[src/rtl/quant_pkg.sv]
// Shared bfloat16 definitions for the quantization stream: field widths,
// exponent bias, rounding-mode encodings and operand classification.
package quant_pkg;

  localparam int BF16_W     = 16;
  localparam int BF16_EXP_W = 8;
  localparam int BF16_MAN_W = 7;
  localparam int BF16_BIAS  = 127;

  localparam logic ROUND_RNE   = 1'b0;
  localparam logic ROUND_TRUNC = 1'b1;

  localparam logic [BF16_W-1:0] BF16_ONE = 16'h3F80;
  localparam logic [BF16_W-1:0] BF16_NAN = 16'h7FC0;

  // Mantissa product with hidden ones; its LSB weighs 2^(ea+eb-EXP_OFFSET).
  localparam int PROD_W     = 2 * (BF16_MAN_W + 1);
  localparam int EXP_OFFSET = 2 * BF16_BIAS + 2 * BF16_MAN_W;
  localparam int EXP_SUM_W  = 11;

  typedef struct packed {
    logic                  sign;
    logic [BF16_EXP_W-1:0] exp;
    logic [BF16_MAN_W-1:0] man;
  } bf16_t;

  typedef enum logic [1:0] {
    CLS_ZERO,
    CLS_NORM,
    CLS_INF,
    CLS_NAN
  } bf16_class_e;

  // Subnormals are flushed, so any zero exponent classifies as zero.
  function automatic bf16_class_e bf16_classify(input bf16_t x);
    if (x.exp == '0)      return CLS_ZERO;
    else if (x.exp != '1) return CLS_NORM;
    else if (x.man == '0) return CLS_INF;
    else                  return CLS_NAN;
  endfunction

endpackage

[src/rtl/bf16_mul_to_int.sv]
// Three-stage bfloat16 x bfloat16 -> signed integer datapath: exact product,
// fixed-point alignment with guard/sticky, then round, clamp and register.
module bf16_mul_to_int
  import quant_pkg::*;
#(
  parameter int MAX_W = 16,
  parameter int CH_W  = 2,
  parameter int BW_W  = 5
) (
  input  logic                 clk,
  input  logic                 rst,
  input  logic                 en,
  input  logic                 in_valid,
  input  logic [BF16_W-1:0]    fp_value,
  input  logic [BF16_W-1:0]    scale,
  input  logic [BW_W-1:0]      bitwidth,
  input  logic                 round_mode,
  input  logic [CH_W-1:0]      channel,
  output logic                 out_valid,
  output logic [CH_W-1:0]      out_channel,
  output logic [MAX_W-1:0]     result,
  output logic                 result_sat
);

  // Products at or above 2^BIG_EXP LSB weight exceed any 32-bit clamp range.
  localparam int BIG_EXP = 18;
  localparam int MAG_W   = PROD_W + BIG_EXP - 1;
  localparam int RES_W   = MAG_W + 1;
  localparam logic signed [EXP_SUM_W-1:0] EXP_BIG   = EXP_SUM_W'(BIG_EXP);
  localparam logic signed [EXP_SUM_W-1:0] EXP_FLOOR = -EXP_SUM_W'(PROD_W);

  // ---------------- S1: classify, exponent add, mantissa product ----------
  bf16_t       a, b;
  bf16_class_e a_cls, b_cls;
  logic                        s1_kill_d, s1_inf_d;
  logic [PROD_W-1:0]           s1_prod_d;
  logic signed [EXP_SUM_W-1:0] s1_exp_d;
  logic [BW_W-1:0]             s1_bw_d;

  assign a     = bf16_t'(fp_value);
  assign b     = bf16_t'(scale);
  assign a_cls = bf16_classify(a);
  assign b_cls = bf16_classify(b);

  // NaN or any zero operand (including 0 x Inf) yields a plain zero.
  assign s1_kill_d = (a_cls == CLS_NAN) || (b_cls == CLS_NAN) ||
                     (a_cls == CLS_ZERO) || (b_cls == CLS_ZERO);
  assign s1_inf_d  = (a_cls == CLS_INF) || (b_cls == CLS_INF);
  assign s1_prod_d = PROD_W'({1'b1, a.man}) * PROD_W'({1'b1, b.man});
  assign s1_exp_d  = EXP_SUM_W'({3'b000, a.exp}) + EXP_SUM_W'({3'b000, b.exp})
                   - EXP_SUM_W'(EXP_OFFSET);
  assign s1_bw_d   = ((bitwidth < BW_W'(2)) || (bitwidth > BW_W'(MAX_W)))
                   ? BW_W'(MAX_W) : bitwidth;

  logic                        s1_valid, s1_sign, s1_kill, s1_inf, s1_mode;
  logic [PROD_W-1:0]           s1_prod;
  logic signed [EXP_SUM_W-1:0] s1_exp;
  logic [BW_W-1:0]             s1_bw;
  logic [CH_W-1:0]             s1_ch;

  // ---------------- S2: align to integer with guard/sticky ----------------
  logic [MAG_W-1:0]  s2_mag_d;
  logic              s2_guard_d, s2_sticky_d, s2_big_d;
  logic [2*PROD_W-1:0] frac;
  logic [4:0]        rsh;

  // NOTE: every always_comb output gets a default first so no path infers a latch.
  always_comb begin
    s2_mag_d    = '0;
    s2_guard_d  = 1'b0;
    s2_sticky_d = 1'b0;
    s2_big_d    = s1_inf;
    frac        = '0;
    rsh         = '0;
    if (s1_exp >= EXP_BIG) begin
      s2_big_d = 1'b1;
    end else if (!s1_exp[EXP_SUM_W-1]) begin
      s2_mag_d = MAG_W'(s1_prod) << s1_exp[4:0];
    end else if (s1_exp < EXP_FLOOR) begin
      s2_sticky_d = |s1_prod;
    end else begin
      rsh         = 5'(-s1_exp);
      frac        = {s1_prod, {PROD_W{1'b0}}} >> rsh;
      s2_mag_d    = MAG_W'(frac[2*PROD_W-1:PROD_W]);
      s2_guard_d  = frac[PROD_W-1];
      s2_sticky_d = |frac[PROD_W-2:0];
    end
  end

  logic             s2_valid, s2_sign, s2_kill, s2_big, s2_mode;
  logic             s2_guard, s2_sticky;
  logic [MAG_W-1:0] s2_mag;
  logic [BW_W-1:0]  s2_bw;
  logic [CH_W-1:0]  s2_ch;

  // ---------------- S3: round, clamp, sign ---------------------------------
  logic             s3_inc, s3_over;
  logic [RES_W-1:0] mag_r, lim;
  logic [MAX_W-1:0] mag_c, result_d;
  logic             result_sat_d;

  always_comb begin
    s3_inc  = (s2_mode == ROUND_RNE) && s2_guard && (s2_sticky || s2_mag[0]);
    mag_r   = RES_W'(s2_mag) + RES_W'(s3_inc);
    // Negative side reaches one further than the positive side.
    lim     = (RES_W'(1) << (s2_bw - BW_W'(1))) - RES_W'(!s2_sign);
    s3_over = s2_big || (mag_r > lim);
    mag_c   = s3_over ? lim[MAX_W-1:0] : mag_r[MAX_W-1:0];
    result_d     = s2_kill ? '0 : (s2_sign ? -mag_c : mag_c);
    result_sat_d = !s2_kill && s3_over;
  end

  // ---------------- Registers ---------------------------------------------
  // NOTE: sequential state uses non-blocking assignments so every stage samples pre-edge values.
  always_ff @(posedge clk or posedge rst) begin
    if (rst) begin
      s1_valid    <= 1'b0;
      s2_valid    <= 1'b0;
      out_valid   <= 1'b0;
      result      <= '0;
      result_sat  <= 1'b0;
      out_channel <= '0;
    end else if (en) begin
      s1_valid    <= in_valid;
      s2_valid    <= s1_valid;
      out_valid   <= s2_valid;
      result      <= result_d;
      result_sat  <= result_sat_d;
      out_channel <= s2_ch;
    end
  end

  // NOTE: payload registers are qualified by their valid bit, so they need no reset.
  always_ff @(posedge clk) begin
    if (en) begin
      s1_sign   <= a.sign ^ b.sign;
      s1_kill   <= s1_kill_d;
      s1_inf    <= s1_inf_d;
      s1_prod   <= s1_prod_d;
      s1_exp    <= s1_exp_d;
      s1_bw     <= s1_bw_d;
      s1_mode   <= round_mode;
      s1_ch     <= channel;
      s2_sign   <= s1_sign;
      s2_kill   <= s1_kill;
      s2_big    <= s2_big_d;
      s2_mag    <= s2_mag_d;
      s2_guard  <= s2_guard_d;
      s2_sticky <= s2_sticky_d;
      s2_bw     <= s1_bw;
      s2_mode   <= s1_mode;
      s2_ch     <= s1_ch;
    end
  end

endmodule

[src/rtl/quantization_stream.sv]
// Streaming bfloat16 quantizer: per-channel scale table, valid/ready
// handshake around the three-stage datapath, and a saturation counter.
module quantization_stream
  import quant_pkg::*;
#(
  parameter int MAX_BITWIDTH_QUANTIZED_DATA = 16,
  parameter int NUM_CHANNELS                = 4,
  parameter int SAT_CNT_WIDTH               = 16,
  localparam int CH_W = (NUM_CHANNELS > 1) ? $clog2(NUM_CHANNELS) : 1,
  localparam int BW_W = $clog2(MAX_BITWIDTH_QUANTIZED_DATA) + 1
) (
  input  logic                                   clk,
  input  logic                                   rst,
  input  logic                                   scale_we,
  input  logic [CH_W-1:0]                        scale_waddr,
  input  logic [BF16_W-1:0]                      scale_wdata,
  input  logic [BW_W-1:0]                        bitwidth,
  input  logic                                   round_mode,
  input  logic                                   in_valid,
  output logic                                   in_ready,
  input  logic [CH_W-1:0]                        in_channel,
  input  logic [BF16_W-1:0]                      fp_value,
  output logic                                   out_valid,
  input  logic                                   out_ready,
  output logic [CH_W-1:0]                        out_channel,
  output logic [MAX_BITWIDTH_QUANTIZED_DATA-1:0] result,
  output logic                                   result_sat,
  output logic [SAT_CNT_WIDTH-1:0]               sat_count,
  input  logic                                   sat_clear
);

  localparam logic [CH_W:0] NUM_CH_L = (CH_W + 1)'(NUM_CHANNELS);

  logic                advance;
  logic [BF16_W-1:0]   scale_tbl [NUM_CHANNELS];
  logic [BF16_W-1:0]   scale_rd;

  // The whole pipeline moves together; ready never looks at in_valid.
  assign advance  = !out_valid || out_ready;
  assign in_ready = advance;

  always_comb begin
    scale_rd = BF16_ONE;
    if ({1'b0, in_channel} < NUM_CH_L) scale_rd = scale_tbl[in_channel];
  end

  // NOTE: the scale table is a small register file with a defined reset value, not a RAM.
  always_ff @(posedge clk or posedge rst) begin
    if (rst) begin
      for (int i = 0; i < NUM_CHANNELS; i++) scale_tbl[i] <= BF16_ONE;
    end else if (scale_we && ({1'b0, scale_waddr} < NUM_CH_L)) begin
      scale_tbl[scale_waddr] <= scale_wdata;
    end
  end

  bf16_mul_to_int #(
    .MAX_W (MAX_BITWIDTH_QUANTIZED_DATA),
    .CH_W  (CH_W),
    .BW_W  (BW_W)
  ) u_datapath (
    .clk         (clk),
    .rst         (rst),
    .en          (advance),
    .in_valid    (in_valid),
    .fp_value    (fp_value),
    .scale       (scale_rd),
    .bitwidth    (bitwidth),
    .round_mode  (round_mode),
    .channel     (in_channel),
    .out_valid   (out_valid),
    .out_channel (out_channel),
    .result      (result),
    .result_sat  (result_sat)
  );

  always_ff @(posedge clk or posedge rst) begin
    if (rst) begin
      sat_count <= '0;
    end else if (sat_clear) begin
      sat_count <= '0;
    end else if (out_valid && out_ready && result_sat && (sat_count != '1)) begin
      sat_count <= sat_count + SAT_CNT_WIDTH'(1);
    end
  end

endmodule

[config.mk]
export PLATFORM = sky130hd
export DESIGN_NAME = quantization_stream
export DESIGN_NICKNAME = d
export VERILOG_FILES = /design/src/rtl/quant_pkg.sv /design/src/rtl/bf16_mul_to_int.sv /design/src/rtl/quantization_stream.sv
export SDC_FILE = /design/constraint.sdc
export NUM_CORES = 1
export LEC_CHECK = 0
export CORE_ASPECT_RATIO = 1.4
export CORE_MARGIN = 5
export CORE_UTILIZATION = 35
export CTS_CLUSTER_DIAMETER = 100
export DETAILED_ROUTE_END_ITERATION = 8
export SLEW_MARGIN = 20
export SYNTH_ARGS = -nofsm -noshare
export SYNTH_HDL_FRONTEND = slang
export SYNTH_SLANG_ARGS = --single-unit
export TNS_END_PERCENT = 100
[constraint.sdc]
create_clock -name clk -period 17.14 [get_ports clk]
set_input_delay 3.428 -clock clk [delete_from_list [all_inputs] [get_ports clk]]
set_output_delay 3.428 -clock clk [all_outputs]
set_load 0.1 [all_outputs]
# Word level (Yosys, flattened, before mapping)
# Cells that the tools add are included.
# op_classes
n_addsub,8
mul,1
magnitude_cmp,8
n_eq_ne,7
shifts,3
mux,20
bitwise,5
n_reduce_logical,29
# op_table
op,n
$mux 16,9
$bwmux 64,1
$add 33x1->34,1
$gt 34x34->1,1
$shl 1x5->34 const A,1
$sub 34x1->34,1
$mux 33,1
$shl 16x5->33,1
$bmux 16 s2,1
$demux 16 s2,1
$shr 32x5->32,1
$add 16x1->16 const B,1
$logic_not 8->1,2
$mul 8x8->16,1
$ne 16x16->1 const B,1
$ne 8x8->1 const B,2
$neg 16->16,1
$reduce_or 16->1,1
$reduce_or 15->1,1
$logic_not 7->1,2
$ge 11x6->1 const B,1
$lt 11x5->1 const B,1
$sub 11x9->11 const B,1
$add 8x8->9,1
other kinds (19),46
# word_totals
ff_bits,186
output_inout_bits,37
elab_cells,109

# Depth between registers and ports, before layout
# Gate-level depths: netlist of the first run.
# depth
ltp_word,12
mapped_depth,29
mapped_depth_nobuf,26

# Hierarchy
# Synthesis of the first run repeated with hierarchy kept, for this count alone.
# hier_totals
hier_cells,1529
area_unflattened_um2,14858.0
# by_module_without_submodules
mod,instances,cells_each,area_each_um2,seq_area_each_um2
bf16_mul_to_int,1,1273,11145.7,3042.9
quantization_stream,1,256,3712.3,2037.0

# Worst setup path before layout of the first run
# OpenSTA, ideal clock, no wires.
# synth_path
kind,input to output
from,input port out_ready
to,output port in_ready
t_arrival_ns,6.066
required_ns,13.712
slack_ns,7.646
cell_stages,4
cell_sequence,nor2b_1 -> clkbuf_1 -> clkbuf_1 -> inv_1
# synth_via
elab_chain_len,1
# synth_lines
item,line_no,text
start: declaration,quantization_stream.sv:24,"input logic out_ready,"
$logic_or 1x1->1,quantization_stream.sv:39,assign advance = !out_valid || out_ready;
end: declaration,quantization_stream.sv:20,"output logic in_ready,"
# No other way between the ends.

# Worst setup path in the final report of the first run
# Same ends and word-level chain as after synthesis.

==> flow_results.org, run 1 <==
** Route
- Detailed-routing iteration count for the pre-antenna-repair pass :: 5
- DR iter-0 viols :: 616
- Total Routed Length :: 37600 um
- Residual antenna-violating net count after detailed routing :: 0
- The routed layout has 11500 vias.
- Avg Vias per Cell :: 5.45
- Average detailed-routed wire length per instance :: 17.9 um
- After detailed routing, the number of remaining DRC violations is 0.

** Clocking
- The tree is rooted in a sky130_fd_sc_hd__clkbuf_16.
- Clock tree synthesis found a total of roughly 190 sinks.
- Number of buffers inserted to repair setup after CTS :: 0
- Number of H-tree branching levels :: 4
- Number of buffers created by CTS :: 17
- The longest clock path from root to sink contains 2 buffers.
- Later-pin clock latency in the skew report :: 460 ps
- Cts repair resizes :: 0
- CTS clock-pin slew for the worst setup and hold paths :: around 70 ps
- TritonCTS built the clock tree.
- The number of hold buffers added after CTS was 0.

** Timing
- The max-slew violation count came to 0.
- Setup total negative slack on the finished layout was measured at 0 ps.
- Number of endpoints with negative hold slack in the final report :: 0
- On the final layout, the worst clock skew is about 19 ps.
- For the pin with the worst max-slew slack, the measured transition is 1010 ps.
- Setup repair after global routing left no endpoint under its margin.
- Period utilisation layout :: 54.6%
- Max-slew headroom at the worst pin :: 32.6%
- Setup violations remaining at the end of the flow were counted as 0.
- Minimum clock period after layout :: 9360 ps
- Achievable frequency :: 107 MHz

** Placement
- Post-DP Area :: around 0.016 sq mm
- DPL Wire Length :: 29800 um
- Routability-driven placement finished with a final weighted congestion of 0.901.
- In this run the tool buffered the top-level ports with 84 buffer cells.
- The number of placed instances, taps included, is 2071.

** Yosys
- Fraction of registers with async set/reset :: 54.8%
- The portion of synthesized area spent on multiplexers is 14.4%.
- Summing the areas of all and, or, nand and nor instances in the mapped netlist gives 17.7% of the synthesized area.
- Of the post-synthesis cell area, the dominant cell type holds 17.1%.
- sky130_fd_sc_hd__edfxtp_1 takes more of the synthesized area than any other cell.
- Counting every instance in the synthesized netlist gives approximately 1500.
- Synthesized netlist net count :: 1669
- A synthesized cell averages slightly below 10 sq um.
- Number of enable-type register cells in the synthesized netlist :: 84
- Largest cells by area after synthesis :: sky130_fd_sc_hd__edfxtp_1, sky130_fd_sc_hd__dfrtp_1, sky130_fd_sc_hd__ha_1
- The synthesized netlist devotes between 4 and 5% of its cell area to XOR and XNOR gates.
- The synthesized netlist contains 82 unique library cells.
- Netlist Area Pre-Place :: 0.0147 sq mm
- The synthesized design contains between 150 and 200 register bits.
- Summing the areas of all fa, ha and maj instances in the mapped netlist gives 12.3% of the synthesized area.
- Among all flip-flop cells after synthesis, the most frequent one is sky130_fd_sc_hd__edfxtp_1.
- For this run, the register share of the synthesized area comes to a little over a third.
- The Yosys step of the flow raised 0 warnings.
- Summing the areas of all compound-gate instances in the mapped netlist gives 11.9% of the synthesized area.
- By area, the combinational part of the netlist is dominated by simple AND/OR/NAND/NOR gates.

** Hold path
- The worst hold path belongs to the class reg -> reg.

** Run status
- Outcome :: complete, no violations

** Cells and area
- Final Core Density :: 39.9%
- Layout cell share with drive strength beyond 1 :: between 10% and 20%
- Count of non-filler cells in the finished layout :: 2103
- Commonest cells after routing, fill and taps aside :: sky130_fd_sc_hd__nand2_1, sky130_fd_sc_hd__nor2_1, sky130_fd_sc_hd__ha_1
- Once layout is done, the placed cells without fillers occupy 0.0167 sq mm.
- Net total in the final layout :: 1715
- Compared with the post-synthesis result, the final layout area differs by 13.3%.
- Leading cell type in the layout, fill and taps excluded :: sky130_fd_sc_hd__nand2_1
- # diodes :: 0

** Floorplan
- Die Span X :: 183 um
- In this run the count of I/O pins placed on the die edge is 85.
- The die covers around 0.046 sq mm.
- DIE HEIGHT :: approximately 250 um
- The core region is 0.0419 sq mm.
- Initial cell density of the core :: between 30% and 40%
- Total number of placement rows :: 89

** Pwr
- The design draws between 2000 and 3000 uW.
- IR analysis of the VDD net gives a maximum drop of 0.0813 mV.
- Leakage power total :: 0.00667 uW
- In this run the power density over the cells is 171 mW/mm^2.

** GRT
- Pin count of the biggest net entering global routing :: 65
- After global routing the overflow that remains totals 0.
- First-pass GRT wire length :: 61300 um
- Global routing used 16.2% of the available tracks.
- The number of antenna violations at the first check in global routing was 0.
- Via count of the first global-routing pass :: 11700

** Worst setup path
- Worst Setup End Kind :: primary output
- The critical path in this run is classified as in -> out.
- Max FO, Critical Path :: 31
- At the worst endpoint, the arrival time is between 5000 and 6000 ps.
- Required @ worst endpoint :: 13710 ps
- Launching element type of the critical path :: primary input

** Flow run
- Max-cap check violation count :: 0
[per-layer routing]
layer / wire length, um / vias up / global-route usage, %
li1: - / 5567 / -
met1: 14700 / 5544 / 18.1
met2: 20000 / 260 / 29.8
met3: 1010 / 96 / 2.46
met4: 1950 / 0 / 8.01
met5: 0 / - / 0
[critical path, cell delays in order]
cell and delay [ps]:
sky130_fd_sc_hd__clkdlybuf4s50_1 440, sky130_fd_sc_hd__nor2b_2 110, sky130_fd_sc_hd__buf_4 300, sky130_fd_sc_hd__clkinv_2 470, sky130_fd_sc_hd__clkdlybuf4s50_1 1140
[power breakdown]
part | switching, uW | leakage (uW) | total (uW) | internal (uW)
logic | 1040 | 0.00428 | 1700 | 654
registers | 117 | 0.00209 | 752 | 636
clock network | 191 | 0.000296 | 400 | 209
total | 1350 | 0.00667 | 2850 | 1500
[through the flow]
step / hold slack [ps] / setup slack (ps)
floorplan: 400 / 7650
global placement: 402 / 7740
detailed placement: 405 / 7720
CTS: 414 / 7720
global route: 439 / 7630
finish: 417 / 7780
[sequential cells by signal, summed over array words and instances (netlist names), 2 cells and up]
signal                  flops
scale_tbl                  64
u_datapath.s2_mag          33
sat_count                  16
u_datapath.result          16
u_datapath.s1_prod         16
u_datapath.s1_exp          11
u_datapath.s1_bw            5
u_datapath.s2_bw            5
u_datapath.out_channel      2
u_datapath.s1_ch            2
u_datapath.s2_ch            2
[synth_stat cells, drive strengths merged, types with 38 or more instances]
library cell	count
a21oi	67
and2	53
dfrtp	74
edfxtp	84
ha	86
inv	88
mux2	78
mux2i	75
nand2	131
nand3	39
nand4	38
nor2	115
o21ai	67
xnor2	44
[path summary, 6_finish.rpt]
kind	start	to	slack, ps	cells past startpoint
min in group asynchronous	rst	sat_count[1]$_DFFE_PP0P_	3340	2
min reg2reg	u_datapath.s1_ch[0]$_DFFE_PP_	u_datapath.s2_ch[0]$_DFFE_PP_	420	0
max	out_ready	in_ready	7780	5
min	u_datapath.s1_ch[0]$_DFFE_PP_	u_datapath.s2_ch[0]$_DFFE_PP_	420	0
max reg2reg	u_datapath.s2_bw[2]$_DFFE_PP_	u_datapath.result[14]$_DFFE_PP0P_	8920	24
max in group asynchronous	rst	scale_tbl[18]$_DFFE_PP0P_	12600	3
[cell families (layout without fill, tap and decap cells)]
family	after synthesis	in the layout
multiplexers	175	175
buffers and inverters	160	219
AND/OR/NAND/NOR	513	513
XOR/XNOR	75	75
flip-flops	186	186
adder cells (fa/ha/maj)	123	123
AO/OA/AOI/OAI	266	266
[layout make-up]
type,count,area (sq um)
Clock buffer,20,478
Multi-Input combinational cell,1152,9010
Fill cell,4194,25200
Inverter,89,338
Tap cell,546,683
Sequential cell,186,5110
Timing Repair Buffer,98,946
Clock inverter,12,118
No activity file was read; power rests on OpenSTA's default activity.
==> run 2, diff against run 1 <==
Clock period 17.14 ns to 9.7 ns, I/O delays scaled along.
==> run 2 against run 1 <==
  * Critical path depth increased by 18
  * Die area unchanged
  * Final cell count unchanged
  * Combinational power increased by 75%
  * Sequential share of layout area increased by 0.083 points
  * Clock skew decreased by 3.6 ps
  * Via count increased by 0.78%
  * Worst hold slack got worse by 1.4 ps
  * Clock-buffer cell count decreased by 3
  * Critical path type is now reg -> reg
  * Largest cell class unchanged
==> flow_results.org, run 2 (synthesis gave the netlist of run 1 again) <==
** Hold path
- Hold Path Cell Cnt :: 0
- Worst min path class :: reg -> reg
- Start point of the worst hold path :: u_datapath.s1_bw[0]$_SDFFCE_PP0P_
- Hold worst-path end :: u_datapath.s2_bw[0]$_DFFE_PP_

** Cells and area
- Registers with the most flip-flops :: scale_tbl (64), u_datapath.s2_mag (33)
- Net total in the final layout :: 1715
- The library cells used most frequently in the layout, excluding fill and tap cells, are sky130_fd_sc_hd__nand2_1, sky130_fd_sc_hd__nor2_1, sky130_fd_sc_hd__ha_1.
- In the final layout, the multi-input gates occupy 0.00900 sq mm.
- Area growth from synthesis to layout :: 13.0%
- Sequential Area :: 0.00511 sq mm
- scale_tbl holds more flip-flops than any other register.
- Largest register FFs :: 64
- Leading cell type in the layout, fill and taps excluded :: sky130_fd_sc_hd__nand2_1
- The repair_antennas step left the layout with diodes totalling 0.
- Fillers :: 4164
- In the final layout, the share of cells above drive strength 1 is 13.2%.

** Worst setup path
- Traced cell by cell, the critical path runs through or2_2, or3_1, ha_1, ha_1, inv_1, nor2_1, a31oi_1, ha_1, nand4_1, nor3_1, a2111oi_0, o211ai_1, o21ai_2, buf_4, mux2i_1, ha_1, inv_1, a311oi_1, nand4_1, o41ai_1, mux2i_1, xor2_1, a22o_1.
- Worst reg2reg setup slack :: 2070 ps
- The largest single stage delay on the critical path is 830 ps.
- R2R Path Start :: u_datapath.s2_bw[2]$_DFFE_PP_
- The cell that appears most often on the critical path is sky130_fd_sc_hd__ha_1.
- The critical path crosses 23 cells after its start point.
- The worst setup path is captured at a register.
- For the worst flop-to-flop path, the logic depth is 23.
- The worst register-to-register path ends at u_datapath.result[14]$_DFFE_PP0P_.
- Number of buffers and inverters on the critical path :: 3
- Max FO, Critical Path :: 24
- Among cell families on the critical path, the largest total delay comes from compound AO/OA/AOI/OAI gates.
- Kind of critical path :: reg -> reg
- On the critical path, the stage with the largest delay is an instance of sky130_fd_sc_hd__edfxtp_1.
- At the worst endpoint, the arrival time is 7950 ps.
- Data on the critical path is required at its endpoint by approximately 10000 ps.
- Launching element type of the critical path :: register

** Clocking
- Clock-pin slew was measured on the worst setup and hold paths at about 80 ps.
- Clock sink total :: 186
- Hold buffers post-CTS :: 0
- Post-CTS repair changed the size of 0 cells.
- Root buf cell :: sky130_fd_sc_hd__clkbuf_16
- Maximum count of clock buffers along a single path :: 2
- Number of buffers inserted to repair setup after CTS :: 0
- The H-tree was split into 4 levels.
- Number of buffers created by CTS :: 17
- The later pin in the worst-skew pair is clocked with a latency of 440 ps.
- CTS tree :: built

** GRT
- The number of global-route vias before repair was between 10000 and 15000.
- Global route total overflow :: 0
- The first global-routing pass estimated 61000 um of wire.
- Pin count of the biggest net entering global routing :: 65
- The number of antenna violations at the first check in global routing came to 0.
- Tot GR Track Use :: 16.0%

** Pwr
- The analysis attributes to cell leakage a power of roughly 0.0066 uW.
- In this run, the clock network consumes 13.5% of the power.
- Highest ir drop seen on vdd :: 0.128 mV
- For this design the ratio of total power to cell area is roughly 300 mW/mm^2.
- Share of power burned in combinational logic :: between 50% and 60%
- Switching portion of total power :: 47.3%
- For this design the total switching power over the nets is between 2000 and 2500 uW.
- The share of total power dissipated in sequential elements is about 27%.
- The internal portion of the total power is between 2000 and 3000 uW.

** Placement
- DPL Wire Length :: 29500 um
- Port buffer count :: 84
- GPL Wtd Cong :: 0.963
- OpenSTA, run right after detailed placement, puts the worst setup slack at around 2000 ps.

** Timing
- The worst path uses about four fifths of the clock period.
- The final count of hold timing violations is 0.
- Setup violations remaining at the end of the flow were counted as 0.
- Max-slew headroom at the worst pin :: 32.5%
- Crit path setup slack, layout :: between 2000 and 2500 ps
- For this run, the top clock speed supported by timing is 131 MHz.
- Subtracting the final worst setup slack from the clock period gives 7630 ps.
- Slew Limit Fails :: 0
- Setup repair after global routing left no endpoint under its margin.
- In the final timing run, aggregate negative setup slack is 0 ps.
- Between clock sinks in the finished design, the worst skew comes to 15.6 ps.
- At the pin with the least slew margin, the transition time is 1010 ps.

** Route
- Average detailed-routed wire length per instance :: between 15 and 20 um
- Avg Vias per Cell :: 5.50
- The detail route stage leaves a number of antenna-violating nets equal to 0.
- Wire segments on met2 add up to 19300 um in the final route.
- DRT met1 WL :: ~15000 um
- Total Routed Length :: 37100 um
- Detailed-routing iteration count for the pre-antenna-repair pass :: 5
- Vias after detailed routing :: 11600
- Top routing layer used :: met4
- DR iter-0 viols :: between 800 and 900
- Summed over all nets, wire length on met3 after detailed routing comes to 1050 um.
- For this run, design rule violations remaining after detail routing come to 0.

** Flow run
- Across the run, the number of max-cap violations was 0.

** Floorplan
- Core region area :: 0.0419 sq mm
- Die Span X :: 183 um
- Initial cell density of the core :: 35.2%
- DIE HEIGHT :: 253 um
- The die covers 0.0463 sq mm.
- 85 I/O pins were placed.
- After floorplanning, the core was divided into 89 placement rows.

** Run status
- The flow ran to the end, and the final reports show no timing, DRC or antenna violations.
run 2: cell count changes in the layout (fill, tap and decap cells not counted), sizes merged:
cell	delta
clkbuf	-3
clkinvlp	+2
inv	-1
clkinv	+2
run 2: how the worst max path moves through the flow:
stage,from,to
4_1_cts,u_datapath.s2_bw[2]$_DFFE_PP_,u_datapath.result[14]$_DFFE_PP0P_
3_3_place_gp,in_channel[0],u_datapath.s1_prod[15]$_DFFE_PP_
6_report,u_datapath.s2_bw[2]$_DFFE_PP_,u_datapath.result[14]$_DFFE_PP0P_
5_1_grt,u_datapath.s2_bw[2]$_DFFE_PP_,u_datapath.result[14]$_DFFE_PP0P_
3_5_place_dp,in_channel[0],u_datapath.s1_prod[15]$_DFFE_PP_
2_1_floorplan,in_channel[0],u_datapath.s1_prod[15]$_DFFE_PP_
run 2: cell type report:
class	instances	share of cell area, %
Timing Repair Buffer	98	5.68
Sequential cell	186	30.7
Clock buffer	17	2.56
Multi-Input combinational cell	1152	54.1
Clock inverter	15	0.835
Inverter	89	2.03
Tap cell	546	4.11
run 2: power groups by stage:
stage / sequential (uW) / combinational, uW / clock (uW)
6_report: 1330 / 2970 / 670
5_1_grt: 1360 / 3300 / 717
4_1_cts: 1330 / 2960 / 686
3_5_place_dp: 1350 / 2940 / 0
3_3_place_gp: 1340 / 2900 / 0
2_1_floorplan: 1500 / 2080 / 0
run 2: worst register-to-register path, stage by stage, from the launching register on:
cell and delay (ps):
sky130_fd_sc_hd__edfxtp_1 830, sky130_fd_sc_hd__or2_2 280, sky130_fd_sc_hd__or3_1 110, sky130_fd_sc_hd__ha_1 600, sky130_fd_sc_hd__ha_1 650, sky130_fd_sc_hd__inv_1 280, sky130_fd_sc_hd__nor2_1 290, sky130_fd_sc_hd__a31oi_1 80
sky130_fd_sc_hd__ha_1 340, sky130_fd_sc_hd__nand4_1 190, sky130_fd_sc_hd__nor3_1 70, sky130_fd_sc_hd__a2111oi_0 690, sky130_fd_sc_hd__o211ai_1 370, sky130_fd_sc_hd__o21ai_2 210, sky130_fd_sc_hd__buf_4 310, sky130_fd_sc_hd__mux2i_1 300
sky130_fd_sc_hd__ha_1 250, sky130_fd_sc_hd__inv_1 80, sky130_fd_sc_hd__a311oi_1 360, sky130_fd_sc_hd__nand4_1 340, sky130_fd_sc_hd__o41ai_1 350, sky130_fd_sc_hd__mux2i_1 140, sky130_fd_sc_hd__xor2_1 200, sky130_fd_sc_hd__a22o_1 210
run 2: metal layers:
metal / GRT usage (%) / vias to the layer above
met5: 0 / -
met4: 8.84 / 0
met3: 1.90 / 114
met2: 29.0 / 295
met1: 18.2 / 5584
li1: - / 5563
run 2: metrics by stage:
step	power [uW]	utilization (%)	cell area (sq um)	instances	hold WS (ps)
6_report	4970	39.7	16600	2103	416
5_1_grt	5380	39.7	16600	2103	428
3_5_place_dp	4290	38.4	16100	2071	407
3_3_place_gp	4240	38.4	16100	2071	400
4_1_cts	4970	39.7	16600	2103	420
2_1_floorplan	3590	-	14700	1498	400
==> run 3, diff against run 2 <==
Clock period 9.7 ns to 6.4 ns, I/O delays scaled along.
==> run 3 against run 2 <==
  * Sequential power grew 49%
  * Final cell count grew 3.8%
  * Largest power group unchanged
  * Highest routed layer unchanged
  * Flip-flop and latch count is the same
  * Largest cell class unchanged
  * Total power grew 61%
==> flow_results.org, run 3 (synthesis gave the netlist of run 1 again) <==
** Run status
- The run finished with clean final reports.

** Clocking
- CTS clock-pin slew for the worst setup and hold paths :: about 70 ps
- Root buf cell :: sky130_fd_sc_hd__clkbuf_16
- The H-tree was split into 4 levels.
- Later-pin clock latency in the skew report :: 440 ps
- No sink is reached through more buffers than the 2 on the longest clock path.
- After clock tree synthesis, the flow added hold-fix buffers numbering 0.
- Counting every sink on the clock net gives approximately 190.
- Number of buffers created by CTS :: 17
- TritonCTS built the clock tree.

** Placement
- Cell count after placement :: 2148
- DPL Wire Length :: 31500 um
- During placement, the flow inserted port buffers numbering between 80 and 90.
- GPL Wtd Cong :: 0.926
- Worst slack after detailed placement :: -275 ps

** Timing
- Minimum clock period after layout :: a little over 6000 ps
- Crit path setup slack, layout :: 229 ps
- For this run, the top clock speed supported by timing is 162 MHz.
- Setup violations remaining at the end of the flow were counted as 0.
- Across the routed clock network, the largest skew measured is 13.1 ps.
- The final critical path takes up 96.4% of the cycle.
- Measured against its own limit, the worst slew margin works out to 32.9%.
- The tightest hold path in the finished design has a slack of 420 ps.
- Number of endpoints with negative hold slack in the final report :: 0
- Measured slew at the worst slew-check pin :: 1000 ps
- Slew Limit Fails :: 0

** Route
- Detailed-routing iteration count for the pre-antenna-repair pass :: 7
- After detailed routing, the number of remaining DRC violations is 0.
- For this block, the routed nets add up to 39600 um of wire.
- After detailed routing, the number of vias per cell comes to between 5 and 6.
- The count of nets left with antenna violations once routing finished came out at 0.
- The first routing iteration left 951 violations.
- Across all layers, the routed design uses 12000 vias.
- Average detailed-routed wire length per instance :: 18.2 um

** Cells and area
- Registers with the most flip-flops :: scale_tbl (64), u_datapath.s2_mag (33)
- Commonest cells after routing, fill and taps aside :: sky130_fd_sc_hd__nand2_1, sky130_fd_sc_hd__nor2_1, sky130_fd_sc_hd__buf_4
- Largest register FFs :: 64
- Top register by number of flip-flops :: scale_tbl
- Final Core Density :: 41.5%
- Layout cell share with drive strength beyond 1 :: between 10% and 20%
- Leading cell type in the layout, fill and taps excluded :: sky130_fd_sc_hd__nand2_1
- After the last flow step, the layout net total stands at 1795.
- The filler cells instantiated in the layout total a little over 4000.
- # diodes :: 0
- Count of non-filler cells in the finished layout :: 2183
- Area growth from synthesis to layout :: 17.9%

** GRT
- Global route total overflow :: 0
- Entering global routing, the biggest net connects 65 pins.
- Antenna violations before repair :: 0
- Via count of the first global-routing pass :: 12200
- The first global-routing pass estimated 64100 um of wire.
- Tot GR Track Use :: 17.0%

** Floorplan
- Core region area :: between 0.04 and 0.05 sq mm
- The floorplan has 89 rows.
- From bottom edge to top edge, the die measures 253 um.
- The die covers 0.0463 sq mm.
- The die is 183 um wide.
- Initial cell density of the core :: 35.2%
- I/O pin cnt :: 85

** Hold path
- The worst hold path was traced through 0 stages.
- Worst min path class :: reg -> reg
- The worst hold path begins at u_datapath.s1_ch[0]$_DFFE_PP_.

** Pwr
- Power density over the cells :: approximately 460 mW/mm^2
- Total power for the finished layout comes to 7980 uW.
- VDD sags by at most 0.231 mV.
- Switching component of the power :: 3650 uW
- Combinational logic burns about 61% of the power.
- The share of total power dissipated in the clock network is 13.8%.
- Cell internal power was estimated by the tool at 4330 uW.
- Register share of total power :: 24.8%
- Leakage power total :: 0.00707 uW
- Switching portion of total power :: 45.7%

** Worst setup path
- The critical path in this run is classified as reg -> reg.
- The worst setup path is launched from a register.
- Data on the critical path arrives at its endpoint at 6510 ps.
- Counting cells, the worst reg-to-reg path comes to 24.
- Required @ worst endpoint :: 6740 ps
- In this run the worst path has a maximum fanout of 10.
- Tracing the worst setup path back leads to its startpoint at u_datapath.s2_bw[2]$_DFFE_PP_.
- R2R Path Start :: u_datapath.s2_bw[2]$_DFFE_PP_
- The worst setup path is captured at a register.

** Flow run
- The tool flagged a number of max-cap violations equal to 0.
==> run 3: path summary, 6_finish.rpt <==
check | endpoint | slack [ps]
setup / recovery | u_datapath.result[8]$_DFFE_PP0P_ | 230
hold / removal | u_datapath.s2_ch[0]$_DFFE_PP_ | 420
setup reg to reg | u_datapath.result[8]$_DFFE_PP0P_ | 230
hold reg to reg | u_datapath.s2_ch[0]$_DFFE_PP_ | 420
max in group asynchronous | scale_tbl[36]$_DFFE_PP0P_ | 4010
min in group asynchronous | sat_count[0]$_DFFE_PP0P_ | 1220
==> run 3: routing by layer <==
| layer | track usage, % | up-vias | share of wire, % |
|---|---|---|---|
| met5 | 0 | - | 0 |
| met4 | 8.20 | 0 | 5.0 |
| met3 | 1.99 | 103 | 2.6 |
| met2 | 32.3 | 270 | 55 |
| met1 | 18.4 | 5883 | 38 |
| li1 | - | 5736 | - |
==> run 3: area by class of cell <==
type                            instances  area (sq um)  area share, %
Tap cell                              546           683           3.93
Clock buffer                           21           440           2.53
Multi-Input combinational cell       1152          9070           52.2
Timing Repair Buffer                  178          1570           9.05
Sequential cell                       186          5110           29.4
Clock inverter                         11           161          0.929
Inverter                               89           338           1.94
==> run 3: per-stage QoR <==
stage | instance area, sq um | setup TNS (ps)
after floorplan | 14700 | 0
after global placement | 16700 | -305
after detailed placement | 16700 | -572
after CTS | 17300 | 0
after global routing | 17400 | -61.1
final | 17400 | 0
==> run 3: critical path, cell delays in order (launching register included) <==
cell	delay, ps
sky130_fd_sc_hd__edfxtp_1	470
sky130_fd_sc_hd__or2_2	370
sky130_fd_sc_hd__or3_1	350
sky130_fd_sc_hd__ha_1	240
sky130_fd_sc_hd__ha_1	310
sky130_fd_sc_hd__buf_4	220
sky130_fd_sc_hd__and3_1	140
sky130_fd_sc_hd__a41oi_1	280
sky130_fd_sc_hd__and2_1	290
sky130_fd_sc_hd__ha_1	280
sky130_fd_sc_hd__nand3_1	100
sky130_fd_sc_hd__nor3_2	70
sky130_fd_sc_hd__a221oi_1	400
sky130_fd_sc_hd__a21oi_2	150
sky130_fd_sc_hd__o21ai_4	250
sky130_fd_sc_hd__mux2i_2	270
sky130_fd_sc_hd__buf_4	150
sky130_fd_sc_hd__ha_2	230
sky130_fd_sc_hd__buf_4	140
sky130_fd_sc_hd__o311ai_0	170
sky130_fd_sc_hd__or3_1	430
sky130_fd_sc_hd__buf_4	170
sky130_fd_sc_hd__nor4_1	300
sky130_fd_sc_hd__nor3_1	90
sky130_fd_sc_hd__a22o_1	180
==> run 3: power groups by stage <==
stage                     Sequential (uW)  Combinational (uW)  Clock (uW)
after global placement               1980                4790           0
after detailed placement             2000                4850           0
after floorplan                      2280                3160           0
after CTS                            1980                4880        1130
after global routing                 2010                5410        1170
final                                1980                4900        1100
==> run 3: timing repair <==
item / 4_1_cts / 5_1_grt
setup endpoints to repair: 2 / 7
cloned: 0 / 0
resized for setup: 2 / 16
buffers inserted: 1 / 2
pin swaps: 1 / 3
